==> config.mk <==
export PLATFORM = sky130hd
export DESIGN_NAME = lfsr_step_ctrl_flat
export DESIGN_NICKNAME = d
export VERILOG_FILES = /design/src/rtl/lfsr_step_ctrl_if.sv /design/src/rtl/lfsr_step_ctrl.sv /design/src/flat_wrapper.sv
export SDC_FILE = /design/constraint.sdc
export NUM_CORES = 1
export LEC_CHECK = 0
export CORE_ASPECT_RATIO = 0.8
export CORE_UTILIZATION = 47
export DETAILED_ROUTE_END_ITERATION = 10
export PLACE_DENSITY_LB_ADDON = 0.3
export SYNTH_ARGS = -nofsm -noshare
export SYNTH_HDL_FRONTEND = slang
export SYNTH_SLANG_ARGS = --single-unit
==> constraint.sdc <==
create_clock -name clk -period 2.7 [get_ports clk]
set_input_delay 0.54 -clock clk [delete_from_list [all_inputs] [get_ports clk]]
set_output_delay 0.54 -clock clk [all_outputs]
set_load 0.01 [all_outputs]
==> src/rtl/lfsr_step_ctrl_if.sv <==
// Command and LFSR-control bundle for lfsr_step_ctrl.
// A command transfers on a rising edge where cmd_valid & cmd_ready; cmd_ready is high only while idle, so nothing is ever queued.
interface lfsr_step_ctrl_if;
  logic       cmd_valid;
  logic       cmd_ready;
  logic [1:0] cmd_op;
  logic [3:0] cmd_arg;
  logic [7:0] lfsr_seed;
  logic       lfsr_load;
  logic       lfsr_step;
  logic [1:0] lfsr_mode;
  logic [4:0] steps_left;
  logic       busy;
  logic       done;

  modport master (
    output cmd_valid, cmd_op, cmd_arg,
    input  cmd_ready, lfsr_seed, lfsr_load, lfsr_step, lfsr_mode, steps_left, busy, done
  );

  modport slave (
    input  cmd_valid, cmd_op, cmd_arg,
    output cmd_ready, lfsr_seed, lfsr_load, lfsr_step, lfsr_mode, steps_left, busy, done
  );
endinterface

==> src/rtl/lfsr_step_ctrl.sv <==
// Command sequencer for the 8-bit LFSR: seed assembly, mode latch and prescaled step bursts.
// Optional feature: define LFSR_CTRL_ZERO_GUARD_EN to present seed 0x01 instead of 0x00 on load.
module lfsr_step_ctrl #(
  parameter int PRESCALE = 1
) (
  input  logic              clk,
  input  logic              rst,
  lfsr_step_ctrl_if.slave   bus,
  output logic [1:0]        dbg_state
);

  localparam int CW = (PRESCALE > 1) ? $clog2(PRESCALE) : 1;
  localparam logic [CW-1:0] CNT_LAST = CW'(PRESCALE - 1);

  localparam logic [1:0] ST_IDLE = 2'd0;
  localparam logic [1:0] ST_LOAD = 2'd1;
  localparam logic [1:0] ST_RUN  = 2'd2;
  localparam logic [1:0] ST_DONE = 2'd3;

  localparam logic [1:0] OP_SEED_LO = 2'd0;
  localparam logic [1:0] OP_SEED_HI = 2'd1;
  localparam logic [1:0] OP_MODE    = 2'd2;
  localparam logic [1:0] OP_RUN     = 2'd3;

  logic [1:0]    state_q, state_d;
  logic [7:0]    shadow_q, shadow_d;
  logic [1:0]    mode_q, mode_d;
  logic [4:0]    steps_q, steps_d;
  logic [CW-1:0] cnt_q, cnt_d;
  logic          accept;
  logic          step_now;

  assign accept   = bus.cmd_valid && (state_q == ST_IDLE);
  assign step_now = (state_q == ST_RUN) && (cnt_q == CNT_LAST);

  always_comb begin
    state_d  = state_q;
    shadow_d = shadow_q;
    mode_d   = mode_q;
    steps_d  = steps_q;
    cnt_d    = cnt_q;
    case (state_q)
      ST_IDLE: begin
        if (accept) begin
          case (bus.cmd_op)
            OP_SEED_LO: shadow_d[3:0] = bus.cmd_arg;
            OP_SEED_HI: begin
              shadow_d[7:4] = bus.cmd_arg;
              state_d       = ST_LOAD;
            end
            OP_MODE:    mode_d = bus.cmd_arg[1:0];
            OP_RUN: begin
              // An argument of 0 encodes the full 16-step burst.
              steps_d = (bus.cmd_arg == 4'd0) ? 5'd16 : {1'b0, bus.cmd_arg};
              cnt_d   = '0;
              state_d = ST_RUN;
            end
            default: ;
          endcase
        end
      end
      ST_LOAD: state_d = ST_IDLE;
      ST_RUN: begin
        if (step_now) begin
          cnt_d   = '0;
          steps_d = steps_q - 5'd1;
          if (steps_q == 5'd1) state_d = ST_DONE;
        end else begin
          cnt_d = cnt_q + CW'(1);
        end
      end
      ST_DONE: state_d = ST_IDLE;
      default: state_d = ST_IDLE;
    endcase
  end

  always_ff @(posedge clk) begin
    if (rst) begin
      state_q  <= ST_IDLE;
      shadow_q <= 8'h00;
      mode_q   <= 2'd0;
      steps_q  <= 5'd0;
      cnt_q    <= '0;
    end else begin
      state_q  <= state_d;
      shadow_q <= shadow_d;
      mode_q   <= mode_d;
      steps_q  <= steps_d;
      cnt_q    <= cnt_d;
    end
  end

  assign bus.cmd_ready  = (state_q == ST_IDLE);
  assign bus.busy       = (state_q != ST_IDLE);
  assign bus.lfsr_load  = (state_q == ST_LOAD);
  assign bus.lfsr_step  = step_now;
  assign bus.done       = (state_q == ST_DONE);
  assign bus.lfsr_mode  = mode_q;
  assign bus.steps_left = steps_q;
  assign dbg_state      = state_q;

`ifdef LFSR_CTRL_ZERO_GUARD_EN
  // An all-zero seed would lock the LFSR, so substitute 0x01 while loading.
  assign bus.lfsr_seed = ((state_q == ST_LOAD) && (shadow_q == 8'h00)) ? 8'h01 : shadow_q;
`else
  assign bus.lfsr_seed = shadow_q;
`endif

endmodule

==> src/flat_wrapper.sv <==
// flat-port wrapper written by rule: the top's interface ports become plain ports
module lfsr_step_ctrl_flat 
#(
  parameter int PRESCALE = 1
)
  (clk, rst, dbg_state, bus_cmd_valid, bus_cmd_op, bus_cmd_arg, bus_cmd_ready, bus_lfsr_seed, bus_lfsr_load, bus_lfsr_step, bus_lfsr_mode, bus_steps_left, bus_busy, bus_done);
  lfsr_step_ctrl_if bus_i ();
  input  logic clk;
  input  logic rst;
  output logic [1:0] dbg_state;
  input wire logic [$bits(bus_i.cmd_valid)-1:0] bus_cmd_valid;
  input wire logic [$bits(bus_i.cmd_op)-1:0] bus_cmd_op;
  input wire logic [$bits(bus_i.cmd_arg)-1:0] bus_cmd_arg;
  output wire logic [$bits(bus_i.cmd_ready)-1:0] bus_cmd_ready;
  output wire logic [$bits(bus_i.lfsr_seed)-1:0] bus_lfsr_seed;
  output wire logic [$bits(bus_i.lfsr_load)-1:0] bus_lfsr_load;
  output wire logic [$bits(bus_i.lfsr_step)-1:0] bus_lfsr_step;
  output wire logic [$bits(bus_i.lfsr_mode)-1:0] bus_lfsr_mode;
  output wire logic [$bits(bus_i.steps_left)-1:0] bus_steps_left;
  output wire logic [$bits(bus_i.busy)-1:0] bus_busy;
  output wire logic [$bits(bus_i.done)-1:0] bus_done;
  assign bus_i.cmd_valid = bus_cmd_valid;
  assign bus_i.cmd_op = bus_cmd_op;
  assign bus_i.cmd_arg = bus_cmd_arg;
  assign bus_cmd_ready = bus_i.cmd_ready;
  assign bus_lfsr_seed = bus_i.lfsr_seed;
  assign bus_lfsr_load = bus_i.lfsr_load;
  assign bus_lfsr_step = bus_i.lfsr_step;
  assign bus_lfsr_mode = bus_i.lfsr_mode;
  assign bus_steps_left = bus_i.steps_left;
  assign bus_busy = bus_i.busy;
  assign bus_done = bus_i.done;
  lfsr_step_ctrl #(.PRESCALE(PRESCALE)) u_core (.clk(clk), .rst(rst), .bus(bus_i), .dbg_state(dbg_state));
endmodule
== Word level (Yosys, flattened, before mapping) ==
Cells that the tools add are included.

* Register bits after elaboration: 18
* Output and inout bits: 22
* Input port bits: 9
* Word-level logic and storage cells: 49

* Reduce and logical (&&, ||, !) cells: 14
* Add/subtract/negate cells: 2
* Bitwise operators: 1
* Mux-type cells: 14
* Equality and inequality tests: 12

{| class="wikitable"
|+ Operators with widths
! cell !! number
|-
| $mux 5 || 4
|-
| $reduce_and 3->1 || 4
|-
| $pmux 5 s2 || 1
|-
| $eq 2x2->1 const B || 4
|-
| $reduce_and 4->1 || 2
|-
| $mux 2 || 3
|-
| $pmux 2 s3 || 1
|-
| $eq 5x1->1 const B || 1
|-
| $sub 5x1->5 const B || 1
|-
| $eq 2x1->1 const B || 2
|-
| $logic_not 2->1 || 2
|-
| $logic_not 4->1 || 1
|-
| $ne 2x1->1 const B || 2
|-
| $ne 2x2->1 const B || 2
|-
| $pmux 2 s2 || 1
|-
| $reduce_bool 2->1 || 2
|-
| $mux 1 || 3
|-
| $ne 3x1->1 const B || 1
|-
| $logic_and 1x1->1 || 2
|-
| $pmux 1 s2 || 1
|-
| $reduce_or 2->1 || 1
|-
| $add 1x1->1 const B || 1
|-
| $not 1->1 || 1
|}

== Logic depth before layout (Yosys ltp) ==
* Depth after elaboration: 5
* Gate-level depth with buffers: 5
* Mapped depth without buffers: 5

== Worst setup path after synthesis ==
No wires, ideal clock.

* Kind: flip-flop to output port
* From: reg u_core.state_q[0] (netlist: u_core.dbg_state[0])
* To: out bus_lfsr_load
* Stages on the path, launching flop included: 4
* Buffers on the path: 2
* Path slack: 1.147 ns
* Arrival time: 1.013 ns
* Path through: dfxtp_1 buf_6 clkbuf_1 nor2b_1

* Word-level cells in the longest chain between the ends: 1

{| class="wikitable"
|+ Ends and longest elaborated chain
! element !! line !! text
|-
| from (decl) || lfsr_step_ctrl.sv:25 || <nowiki>logic [1:0] state_q, state_d;</nowiki>
|-
| from (signal assigned) || lfsr_step_ctrl.sv:85 || <nowiki>state_q <= state_d;</nowiki>
|-
| $eq 2x1->1 || lfsr_step_ctrl.sv:95 || <nowiki>assign bus.lfsr_load = (state_q == ST_LOAD);</nowiki>
|-
| to (decl) || flat_wrapper.sv:16 || <nowiki>output wire logic [$bits(bus_i.lfsr_load)-1:0] bus_lfsr_load;</nowiki>
|}

Every way passes these cells.

== Worst setup path after layout ==
* From: reg u_core.state_q[0] (netlist: u_core.dbg_state[0])
* To: out bus_busy

* Word-level cells in the longest chain between the ends: 1

{| class="wikitable"
|+ Ends and longest elaborated chain
! element !! line !! text
|-
| $reduce_bool 2->1 || lfsr_step_ctrl.sv:94 || <nowiki>assign bus.busy = (state_q != ST_IDLE);</nowiki>
|-
| to (decl) || flat_wrapper.sv:20 || <nowiki>output wire logic [$bits(bus_i.busy)-1:0] bus_busy;</nowiki>
|}

Every way passes these cells.

==> metrics.txt <==
# TYPE chip_impl_metric gauge
chip_impl_metric{name="finalInstanceArea",unit="um^2"} 1260
chip_impl_metric{name="layout_min_cycle_time",unit="ns"} 2.42
chip_impl_metric{name="final_max_slew_viol_count",unit=""} 0
chip_impl_metric{name="tns",unit="ns"} 0
chip_impl_metric{name="syn_to_final_growth",unit="%"} 36.3
chip_impl_info{name="tritoncts",value="built"} 1
chip_impl_metric{name="post-cts-setup-buffer-count",unit=""} 0
chip_impl_info{name="top_usage_layer",value="met2"} 1
chip_impl_metric{name="static-leakage-power",unit="nW"} 0.440
chip_impl_metric{name="fin_crit_sh",unit="%"} 89.6
chip_impl_metric{name="post_route_cells_drive_above_1_share",unit="%"} 5.22
chip_impl_metric{name="met2_usage",unit="%"} 39.0
chip_impl_metric{name="gp_congestion",unit=""} 0.789
chip_impl_metric{name="worstHoldPathCells",unit=""} 2
chip_impl_metric{name="htreeDepth",unit=""} 1
chip_impl_metric{name="initial_core_util",unit="%"} 53.6
chip_impl_metric{name="netlist_area",unit="um^2"} 925
chip_impl_info{name="launching_element_type_of_the_critical_path",value="flip-flop"} 1
chip_impl_metric{name="r2r_setup_slk",unit="ns"} 0.96
chip_impl_metric{name="via_count_of_the_first_global_routing_pass",unit=""} 922
chip_impl_metric{name="number_of_antenna_violations_at_the_first_check_in_global_routing",unit=""} 0
chip_impl_metric{name="crit_arrival",unit="ns"} 1.88
chip_impl_metric{name="drv.max_cap_violation_count",unit=""} 0
chip_impl_metric{name="tritoncts.num_buffers",unit=""} 3
chip_impl_info{name="criticalPathCategory",value="flip-flop to primary output"} 1
chip_impl_metric{name="postSynthRegisterBits",unit=""} 18
chip_impl_metric{name="synth.net_count",unit=""} 117
chip_impl_metric{name="globalRoute.totalOverflow",unit=""} 0
chip_impl_info{name="synthFlopType",value="dfxtp_1"} 1
chip_impl_metric{name="wl_per_cell",unit="um"} 15.5
chip_impl_metric{name="clk_latency",unit="ns"} 0.30
chip_impl_metric{name="yosys_warnings",unit=""} 0
chip_impl_info{name="timing.critical_path.slowest_stage_cell",value="dfxtp_1"} 1
chip_impl_metric{name="detail_route.drc_violations",unit=""} 0
chip_impl_metric{name="tightestPinTransition",unit="ns"} 0.634
chip_impl_info{name="endpoint_of_the_worst_hold_timing_path",value="u_core.bus.lfsr_mode[0]$_SDFFE_PP0P_"} 1
chip_impl_metric{name="maximum_number_of_buffers_from_clock_root_to_sink",unit=""} 2
chip_impl_info{name="r2r_end",value="u_core.bus.lfsr_seed[0]$_SDFFE_PP0P_"} 1
chip_impl_metric{name="cp_data_required_time",unit="ns"} 2.16
chip_impl_metric{name="final.setup_skew",unit="ns"} 0.00844
chip_impl_info{name="rsz_0062_raised_after_global_routing",value="no"} 1
chip_impl_info{name="library_cell_used_as_clock_root_buffer",value="clkbuf_4"} 1
chip_impl_metric{name="slew_headroom",unit="%"} 57.6
chip_impl_metric{name="m1_gr_usage",unit="%"} 32.5
chip_impl_metric{name="worst-path-max-fanout",unit=""} 18
chip_impl_metric{name="fill_cells",unit=""} 162
chip_impl_metric{name="globalRouteMet3Util",unit="%"} 6.96
chip_impl_metric{name="die_boundary_height",unit="um"} 41.7
chip_impl_metric{name="port_buffer_cells",unit=""} 30
chip_impl_metric{name="placedInstanceArea",unit="um^2"} 1220
chip_impl_metric{name="rows",unit=""} 13
chip_impl_metric{name="core-area",unit="um^2"} 1720
chip_impl_metric{name="postCtsResizedCells",unit=""} 0
chip_impl_metric{name="timing.final.setup_violations",unit=""} 0
chip_impl_metric{name="drt-initial-drc-count",unit=""} 34
chip_impl_metric{name="postSynthCellCount",unit=""} 106
chip_impl_metric{name="postCtsHoldBufs",unit=""} 0
chip_impl_metric{name="share_of_synthesized_area_occupied_by_flip_flops_and_latches",unit="%"} 39.0
chip_impl_info{name="layout_commonest_cell",value="clkdlybuf4s50_1"} 1
chip_impl_metric{name="hpwlAfterDp",unit="mm"} 1.78
chip_impl_metric{name="r2r_cells",unit=""} 3
chip_impl_metric{name="grt_start_max_net_pins",unit=""} 19
chip_impl_info{name="holdCritStartpoint",value="u_core.bus.lfsr_mode[0]$_SDFFE_PP0P_"} 1
chip_impl_metric{name="report.final.hold_viol_count",unit=""} 0
chip_impl_metric{name="grt_first_pass_wirelength",unit="mm"} 4.04
chip_impl_metric{name="power.density",unit="nW/um^2"} 468
chip_impl_metric{name="drt_pre_antenna_iters",unit=""} 4
chip_impl_metric{name="worst_supply_voltage_drop_on_vdd",unit="V"} 0.000305
chip_impl_metric{name="routed_via_density",unit=""} 6.17
chip_impl_info{name="outcome",value="complete, no violations"} 1
chip_impl_metric{name="nets",unit=""} 146
chip_impl_info{name="cp_cell_sequence",value="nor2_1 > inv_1 > clkdlybuf4s50_1"} 1
chip_impl_info{name="timing.hold.worst.class",value="flip-flop to flip-flop"} 1
chip_impl_metric{name="cts.sink_count",unit=""} 18
chip_impl_metric{name="drt_wl_total",unit="mm"} 2.41
chip_impl_info{name="final_cell_mix",value="clkdlybuf4s50_1, dfxtp_1, a21oi_1, nand3_1, o21ai_1"} 1
chip_impl_metric{name="timing.critical_path.slowest_cell_delay",unit="ns"} 0.73
chip_impl_info{name="worst_setup_path_end_kind",value="primary output"} 1
chip_impl_metric{name="final_core_util",unit="%"} 73.1
chip_impl_metric{name="avgSynthCellArea",unit="um^2"} 8.72
chip_impl_info{name="timing.rr.start",value="u_core.dbg_state[0]$_SDFFE_PP0P_"} 1
chip_impl_metric{name="antennaDiodeCount",unit=""} 0
chip_impl_metric{name="top_level_ports",unit=""} 31
chip_impl_metric{name="async_reset_ff_share",unit="%"} 0
chip_impl_metric{name="route.vias.total",unit=""} 963
chip_impl_metric{name="fmaxAchievable",unit="MHz"} 414
chip_impl_metric{name="die_width",unit="um"} 51.6
chip_impl_metric{name="cts_clock_pin_slew_for_the_worst_setup_and_hold_paths",unit="ns"} 0.11
chip_impl_metric{name="post_synth_num_cell_types",unit=""} 34
chip_impl_metric{name="ant_nets",unit=""} 0
chip_impl_metric{name="grt_util_all_layers",unit="%"} 24.9
chip_impl_metric{name="design.die.area",unit="um^2"} 2150
chip_impl_metric{name="synth_edf_count",unit=""} 0
sequential cells by signal, indices dropped and copies added (netlist names):
register,flops
u_core.cnt_q,1
u_core.bus.lfsr_mode,2
u_core.dbg_state,2
u_core.bus.lfsr_seed,8
u_core.bus.steps_left,5
logic make-up (layout without fill, tap and decap cells):
kind of cell / Yosys count / after routing / share of synthesized area (%)
AND/OR/NAND/NOR: 38 / 38 / 26.5
AO/OA/AOI/OAI: 33 / 33 / 21.9
flip-flops: 18 / 18 / 39.0
buffers and inverters: 11 / 39 / 5.55
multiplexers: 4 / 4 / 4.33
adder cells (fa/ha/maj): 2 / 2 / 2.71
power by group:
group	switching, W	internal [W]
registers	0.0000170	0.000277
clock network	0.0000869	0.0000823
logic	0.0000610	0.0000662
how the worst max path moves through the flow:
stage / startpoint / endpoint / slack (ns) / cells past startpoint
2_1_floorplan: u_core.dbg_state[0]$_SDFFE_PP0P_ / bus_lfsr_load / 1.15 / 3
3_3_place_gp: bus_cmd_op[1] / u_core.bus.lfsr_seed[0]$_SDFFE_PP0P_ / 0.57 / 4
3_5_place_dp: bus_cmd_op[1] / u_core.bus.lfsr_seed[0]$_SDFFE_PP0P_ / 0.45 / 4
4_1_cts: u_core.dbg_state[1]$_SDFFE_PP0P_ / bus_lfsr_step / 0.30 / 3
5_1_grt: u_core.dbg_state[0]$_SDFFE_PP0P_ / bus_busy / 0.16 / 3
6_report: u_core.dbg_state[0]$_SDFFE_PP0P_ / bus_busy / 0.28 / 3
synth_stat cells (2+ instances only):
cell type	count	share of area [%]
o31ai_1	2	1.6
a31oi_1	2	1.4
mux2i_1	4	4.3
o22ai_1	3	2.0
nor4_1	2	1.4
nand2_1	2	0.81
nand3_1	8	4.3
buf_2	2	1.1
dfxtp_1	18	39
a211o_1	2	1.9
nor2_1	4	1.6
nor3_1	3	1.6
o21ai_1	8	4.3
ha_1	2	2.7
inv_1	4	1.6
nor2b_1	4	2.7
nand4_1	2	1.4
a2bb2oi_1	2	1.9
clkbuf_1	3	1.2
o41ai_1	2	1.9
a21oi_1	11	6.0
nand2b_1	3	2.0
and2_1	2	1.4
through the flow:
step | total power [W] | hold slack [ns] | setup slack [ns] | std cells
after floorplan | 0.000364 | 0.473 | 1.15 | 106
after global placement | 0.000418 | 0.457 | 0.570 | 152
after detailed placement | 0.000425 | 0.468 | 0.451 | 152
after CTS | 0.000588 | 0.489 | 0.301 | 156
after global routing | 0.000611 | 0.505 | 0.164 | 156
final | 0.000590 | 0.483 | 0.282 | 156
per-layer routing:
metal  vias up  routed length, um
met3         4                196
met2        55               1190
li1        452                  -
met5         -                  0
met1       452                994
met4         0                 30
worst max-delay path: cells and delay by family (launching register included):
family	cells	cell delay, ns
flip-flops	1	0.73
buffers and inverters	2	0.62
AND/OR/NAND/NOR	1	0.22
cell type report:
class / instances / area, um^2 / share of cell area (%)
Sequential cell: 18 / 360 / 28.6
Timing Repair Buffer: 31 / 308 / 24.4
Clock buffer: 4 / 36.3 / 2.88
Tap cell: 22 / 27.5 / 2.18
Inverter: 4 / 15.0 / 1.19
Multi-Input combinational cell: 77 / 513 / 40.7
No activity file was read; power rests on OpenSTA's default activity.
